### src/rtl/hms_clock.sv
`default_nettype none
// ============================================================================
// hms_clock : hh:mm:ss time-of-day core with run/set FSM, 12/24-hour format,
//             field blink and colon. Optional alarm enabled by macro ALARM_EN.
// Revision  : 1.0
// ============================================================================
module hms_clock #(
   parameter int CLK_HZ = 50000000,
   parameter bit H24    = 1'b1
) (
   input  logic       CLK,
   input  logic       nRST,
   input  logic       clr,
   input  logic       mode_p,
   input  logic       next_p,
   input  logic       inc_p,
   output logic [1:0] hr10,
   output logic [3:0] hr1,
   output logic [2:0] min10,
   output logic [3:0] min1,
   output logic [2:0] sec10,
   output logic [3:0] sec1,
   output logic       pm,
   output logic [2:0] blink,
   output logic       colon,
   output logic       setting,
   output logic       alarm
);

   localparam int            HALF   = CLK_HZ / 2;
   localparam int            PW     = (HALF > 1) ? $clog2(HALF) : 1;
   localparam logic [PW-1:0] TERM   = PW'(HALF - 1);
   // Hours are held as {pm, hr10, hr1}
   localparam logic [6:0]    RST_HR = H24 ? 7'h00 : 7'h12;

`ifdef ALARM_EN
   typedef enum logic [2:0] {RUN, SET_H, SET_M, SET_S, SET_AH, SET_AM} state_t;
`else
   typedef enum logic [1:0] {RUN, SET_H, SET_M, SET_S} state_t;
`endif

   state_t        state, state_n;
   logic [PW-1:0] cnt;
   logic          phase;
   logic          half_tick, sec_tick, exit_run;
   logic [6:0]    sec, sec_n, min, min_n, hr, hr_n;
   logic [6:0]    hr_disp, min_disp;

   function automatic logic [6:0] inc60(input logic [6:0] v);
      logic [6:0] r;
      if (v[3:0] == 4'd9)
         r = (v[6:4] == 3'd5) ? 7'h00 : {v[6:4] + 3'd1, 4'd0};
      else
         r = {v[6:4], v[3:0] + 4'd1};
      return r;
   endfunction

   function automatic logic [6:0] next_hour(input logic [6:0] h);
      logic [6:0] r;
      r = {h[6], h[5:4], h[3:0] + 4'd1};
      if (H24) begin
         if (h[5:0] == 6'h23)
            r = 7'h00;
         else if (h[3:0] == 4'd9)
            r = {1'b0, h[5:4] + 2'd1, 4'd0};
      end else begin
         // 12h order is 12,01..11; the meridiem flips entering 12
         if (h[5:0] == 6'h12)
            r = {h[6], 6'h01};
         else if (h[5:0] == 6'h11)
            r = {~h[6], 6'h12};
         else if (h[3:0] == 4'd9)
            r = {h[6], 6'h10};
      end
      return r;
   endfunction

   assign half_tick = (cnt == TERM);
   assign sec_tick  = half_tick && phase;
   assign exit_run  = (state != RUN) && mode_p;
   assign colon     = ~phase;
   assign setting   = (state != RUN);

   always_ff @(posedge CLK or negedge nRST) begin
      if (!nRST) begin
         cnt   <= '0;
         phase <= 1'b0;
      end else if (clr || exit_run) begin
         cnt   <= '0;
         phase <= 1'b0;
      end else if (half_tick) begin
         cnt   <= '0;
         phase <= ~phase;
      end else begin
         cnt   <= cnt + 1'b1;
      end
   end

   always_ff @(posedge CLK or negedge nRST) begin
      if (!nRST) state <= RUN;
      else       state <= state_n;
   end

   always_comb begin
      state_n = state;
      blink   = 3'b000;
      case (state)
         RUN: if (mode_p) state_n = SET_H;
         SET_H: begin
            blink = {phase, 2'b00};
            if (mode_p)      state_n = RUN;
            else if (next_p) state_n = SET_M;
         end
         SET_M: begin
            blink = {1'b0, phase, 1'b0};
            if (mode_p)      state_n = RUN;
            else if (next_p) state_n = SET_S;
         end
         SET_S: begin
            blink = {2'b00, phase};
            if (mode_p)      state_n = RUN;
`ifdef ALARM_EN
            else if (next_p) state_n = SET_AH;
`else
            else if (next_p) state_n = SET_H;
`endif
         end
`ifdef ALARM_EN
         SET_AH: begin
            blink = {phase, 2'b00};
            if (mode_p)      state_n = RUN;
            else if (next_p) state_n = SET_AM;
         end
         SET_AM: begin
            blink = {1'b0, phase, 1'b0};
            if (mode_p)      state_n = RUN;
            else if (next_p) state_n = SET_H;
         end
`endif
         default: state_n = RUN;
      endcase
   end

   always_comb begin
      sec_n = sec;
      min_n = min;
      hr_n  = hr;
      if (clr) begin
         sec_n = 7'h00;
         min_n = 7'h00;
         hr_n  = RST_HR;
      end else if (state == RUN) begin
         if (sec_tick) begin
            sec_n = inc60(sec);
            if (sec == 7'h59) begin
               min_n = inc60(min);
               if (min == 7'h59) hr_n = next_hour(hr);
            end
         end
      end else if (inc_p) begin
         // Field edits wrap in place and never carry
         case (state)
            SET_H:   hr_n  = next_hour(hr);
            SET_M:   min_n = inc60(min);
            SET_S:   sec_n = inc60(sec);
            default: ;
         endcase
      end
   end

   always_ff @(posedge CLK or negedge nRST) begin
      if (!nRST) begin
         sec <= 7'h00;
         min <= 7'h00;
         hr  <= RST_HR;
      end else begin
         sec <= sec_n;
         min <= min_n;
         hr  <= hr_n;
      end
   end

`ifdef ALARM_EN
   logic [6:0] a_hr, a_hr_n, a_min, a_min_n;
   logic [5:0] a_cnt;
   logic       alarm_r, any_pulse, hit, alarm_view;

   assign any_pulse  = clr || mode_p || next_p || inc_p;
   assign hit        = (state == RUN) && sec_tick && !clr && (sec_n == 7'h00) &&
                       (hr_n == a_hr) && (min_n == a_min);
   assign alarm_view = (state == SET_AH) || (state == SET_AM);

   always_comb begin
      a_hr_n  = a_hr;
      a_min_n = a_min;
      if (!clr && inc_p) begin
         if (state == SET_AH)      a_hr_n  = next_hour(a_hr);
         else if (state == SET_AM) a_min_n = inc60(a_min);
      end
   end

   always_ff @(posedge CLK or negedge nRST) begin
      if (!nRST) begin
         a_hr    <= RST_HR;
         a_min   <= 7'h00;
         a_cnt   <= 6'd0;
         alarm_r <= 1'b0;
      end else begin
         a_hr  <= a_hr_n;
         a_min <= a_min_n;
         if (any_pulse) begin
            alarm_r <= 1'b0;
            a_cnt   <= 6'd0;
         end else if (hit) begin
            alarm_r <= 1'b1;
            a_cnt   <= 6'd0;
         end else if (alarm_r && sec_tick) begin
            if (a_cnt == 6'd59) alarm_r <= 1'b0;
            else                a_cnt   <= a_cnt + 6'd1;
         end
      end
   end

   assign alarm    = alarm_r;
   assign hr_disp  = alarm_view ? a_hr  : hr;
   assign min_disp = alarm_view ? a_min : min;
`else
   assign alarm    = 1'b0;
   assign hr_disp  = hr;
   assign min_disp = min;
`endif

   assign pm    = hr_disp[6];
   assign hr10  = hr_disp[5:4];
   assign hr1   = hr_disp[3:0];
   assign min10 = min_disp[6:4];
   assign min1  = min_disp[3:0];
   assign sec10 = sec[6:4];
   assign sec1  = sec[3:0];

endmodule
`default_nettype wire

### config.mk
export PLATFORM = sky130hd
export DESIGN_NAME = hms_clock
export DESIGN_NICKNAME = d
export VERILOG_FILES = /design/src/rtl/hms_clock.sv
export SDC_FILE = /design/constraint.sdc
export NUM_CORES = 1
export LEC_CHECK = 0
export CORE_ASPECT_RATIO = 0.6
export CORE_UTILIZATION = 35
export DETAILED_ROUTE_END_ITERATION = 6
export PLACE_DENSITY = 0.54
export SYNTH_ARGS = -nofsm -noshare
export SYNTH_HDL_FRONTEND = slang
export SYNTH_SLANG_ARGS = --single-unit
### constraint.sdc
create_clock -name CLK -period 2.3 [get_ports CLK]
set_clock_uncertainty 0.05 [all_clocks]
set_input_delay 0.345 -clock CLK [delete_from_list [all_inputs] [get_ports CLK]]
set_output_delay 0.345 -clock CLK [all_outputs]
set_load 0.1 [all_outputs]
==> flow_summary.toml <==
[finish]
fin_util_pct = 45.0
area.growth.synth_to_final_pct = 20.8
fin_nets = 342
diodes = 0
drive_gt1_share_pct = 18.8
fin_cells = 433
final_area_um2 = 3360

[synth]
synth_seq_area_share_pct = 43.1
synth_edf_count = 0
synth_area_um2 = 2780
ys_types = 51
yosys_register_bits = 48
synth-main-ff-cell = "dfrtp_1"
yosysMostFrequentCell = "dfrtp_1"
yosys_warnings = 0
synth_top_area_cell = "dfrtp_1"
synthCells = 294
synth_commonest_cells = "dfrtp_1 (48), nor2_1 (40), nand2_1 (20)"
ys_top_cells_by_area = "dfrtp_1 (43%), xnor2_1 (5.7%), nor2_1 (5.4%)"
synth_top_area_share_pct = 43.1
async_reset_ff_share_pct = 100
syn_avg_cell_area_um2 = 9.47

[detailed_routing]
vias = 2168
first_iter_violations = 143
postRouteAntennaNets = 0
wl_mm = 6.07
via_per_inst = 5.01
drc_errors = 0
post_drt_wl_per_cell_um = 14.0
dr.pass1.iters = 4

[placement]
hpwl_mm = 4.51
io_buffers = 30
placed_area_um2 = 3210
place_ws_ps = 107
routabilityCongestion = 0.799
place_inst = 424

[floorplan]
die-width_um = 117
ios = 33
start_util_pct = 37.2
core_area_um2 = 7480
die_area_um2 = 8330
die_h_um = 71.1
row_count = 24

[timing]
fin_crit_sh_pct = 92.2
max_freq_mhz = 472
hold_viol = 0
period_needed_ps = 2120
final.setup.worst_slack_ps = 180
setup-violations-final = 0
rsz0062_at_grt = "no"
fin_setup_tns_ps = 0
slew_viol_final = 0

[global_routing]
antenna_found_initial = 0
grt.total_usage_pct = 16.0
grt_pass1_vias = 1984
grt_max_degree = 30
grt_overflow = 0
grt_pass1_wl_mm = 10.2

[outcome]
status = "finished clean"

[pwr]
leakage_nw = 1.36
powerDensity_nw_per_um2 = 625
ir_drop_mv = 0.269

[worst_setup_path]
crit_type = "reg -> reg"
critical_path_required_ps = 2440
start_kind = "register"
r2r_setup_slack_ps = 180
cp.arrival_ps = 2260
crit_path_end_kind = "register"
ff2ff_path_depth = 6
reg2reg_from = "cnt[0]"
r2r_end = "min[6]"
path_max_fanout = 10

[cts]
path_clk_slew_ps = 70
insertion_delay_ps = 280
numCtsBuffers = 5
post-cts-setup-buffers = 0
root_buffer = "clkbuf_16"
cts.sinks = 48
clock_path_buffers = 2
htreeDepth = 2
cts_tree = "built"

[run]
cap_violations = 0

[worst_hold_path]
min_path_type = "in -> async"
## cells in the final DEF, fill, tap and decap left out, types with 3 or more instances in the layout
cell             netlist  final
a211o_1                5      5
a21boi_1               3      3
a21oi_1               12     12
and3_1                 4      4
and4_1                 4      4
buf_12                 0      5
buf_4                  4     28
clkbuf_16              0      5
clkdlybuf4s50_1        0      4
dfrtp_1               48     42
dfrtp_2                0      6
ha_1                   8      8
inv_1                 15     15
mux2_1                 3      3
mux2i_1                3      3
nand2_1               20     20
nand2b_1               5      5
nand3_1               18     18
nand4_1                3      3
nor2_1                40     39
nor2b_1                5      5
nor3_1                 7      7
nor4_1                 8      8
o21ai_0                3      3
o21ai_1                6      6
o32ai_1                3      3
or2_2                  4      4
xnor2_1               18     18
xor2_1                 6      6
## kinds of logic (layout without fill, tap and decap cells)
| family | Yosys count | count (layout) | synth area share [%] |
|---|---|---|---|
| AOI/OAI and AO/OA | 43 | 43 | 11.0 |
| other | 1 | 2 | 0.135 |
| xor gates and xnor gates | 24 | 24 | 7.55 |
| muxes | 6 | 6 | 2.29 |
| adders and majority gates | 8 | 8 | 3.60 |
| and+or+nand+nor | 135 | 135 | 27.5 |
| DFF | 48 | 48 | 43.1 |
| buffers and inverters | 29 | 63 | 4.81 |
## power by group
part	leakage [nW]	switching, mW	internal, mW	total [mW]
sequential	0.654	0.0467	0.874	0.920
combinational	0.634	0.323	0.139	0.462
clock	0.0681	0.314	0.407	0.721
## sequential cells by signal, summed over array words and instances (netlist names)
| register | cells |
|---|---|
| cnt | 25 |
| min | 7 |
| sec | 7 |
| hr | 6 |
| state | 2 |
| phase | 1 |
## worst max-delay path by stage
stage                 from     end  cells past startpoint
floorplan           sec[0]  min[6]                      6
global placement    sec[1]  min[6]                      7
detailed placement  sec[1]  min[6]                      7
CTS                 sec[1]  min[6]                      7
global route        sec[1]  min[6]                      7
finish              cnt[0]  min[6]                      6
## what timing repair did
action,4_1_cts,5_1_grt
endpoints found under the setup margin,0,3
endpoints found under the hold margin,4,0
hold buffers,1,0
resized for setup,0,1
## worst max-delay path, stage by stage (launching register included)
cell and delay [ps]:
dfrtp_1 420, ha_1 230, and2_2 220, and4bb_4 320
nand3_4 160, a211o_1 360, o32ai_2 270
## metal layers
layer	wire length [um]	GRT usage [%]
met3	203	3.68
met1	3450	25.7
met5	0	0
met2	2380	20.8
met4	40	3.94
## per-stage QoR
step	hold WS (ps)	total power, mW
finish	362	2.10
detailed placement	130	1.40
global placement	128	1.40
CTS	357	2.13
global route	393	2.20
floorplan	-0.591	1.26
## cell type report
class,count,area [um2]
timing repair buffer,39,365
multi-input combinational,218,1460
sequential,48,1210
tap,104,130
inverter,16,60.1
fill,719,4120
clock inverter,1,8.76
clock buffer,7,133
Power figures use the tool's default switching activity.
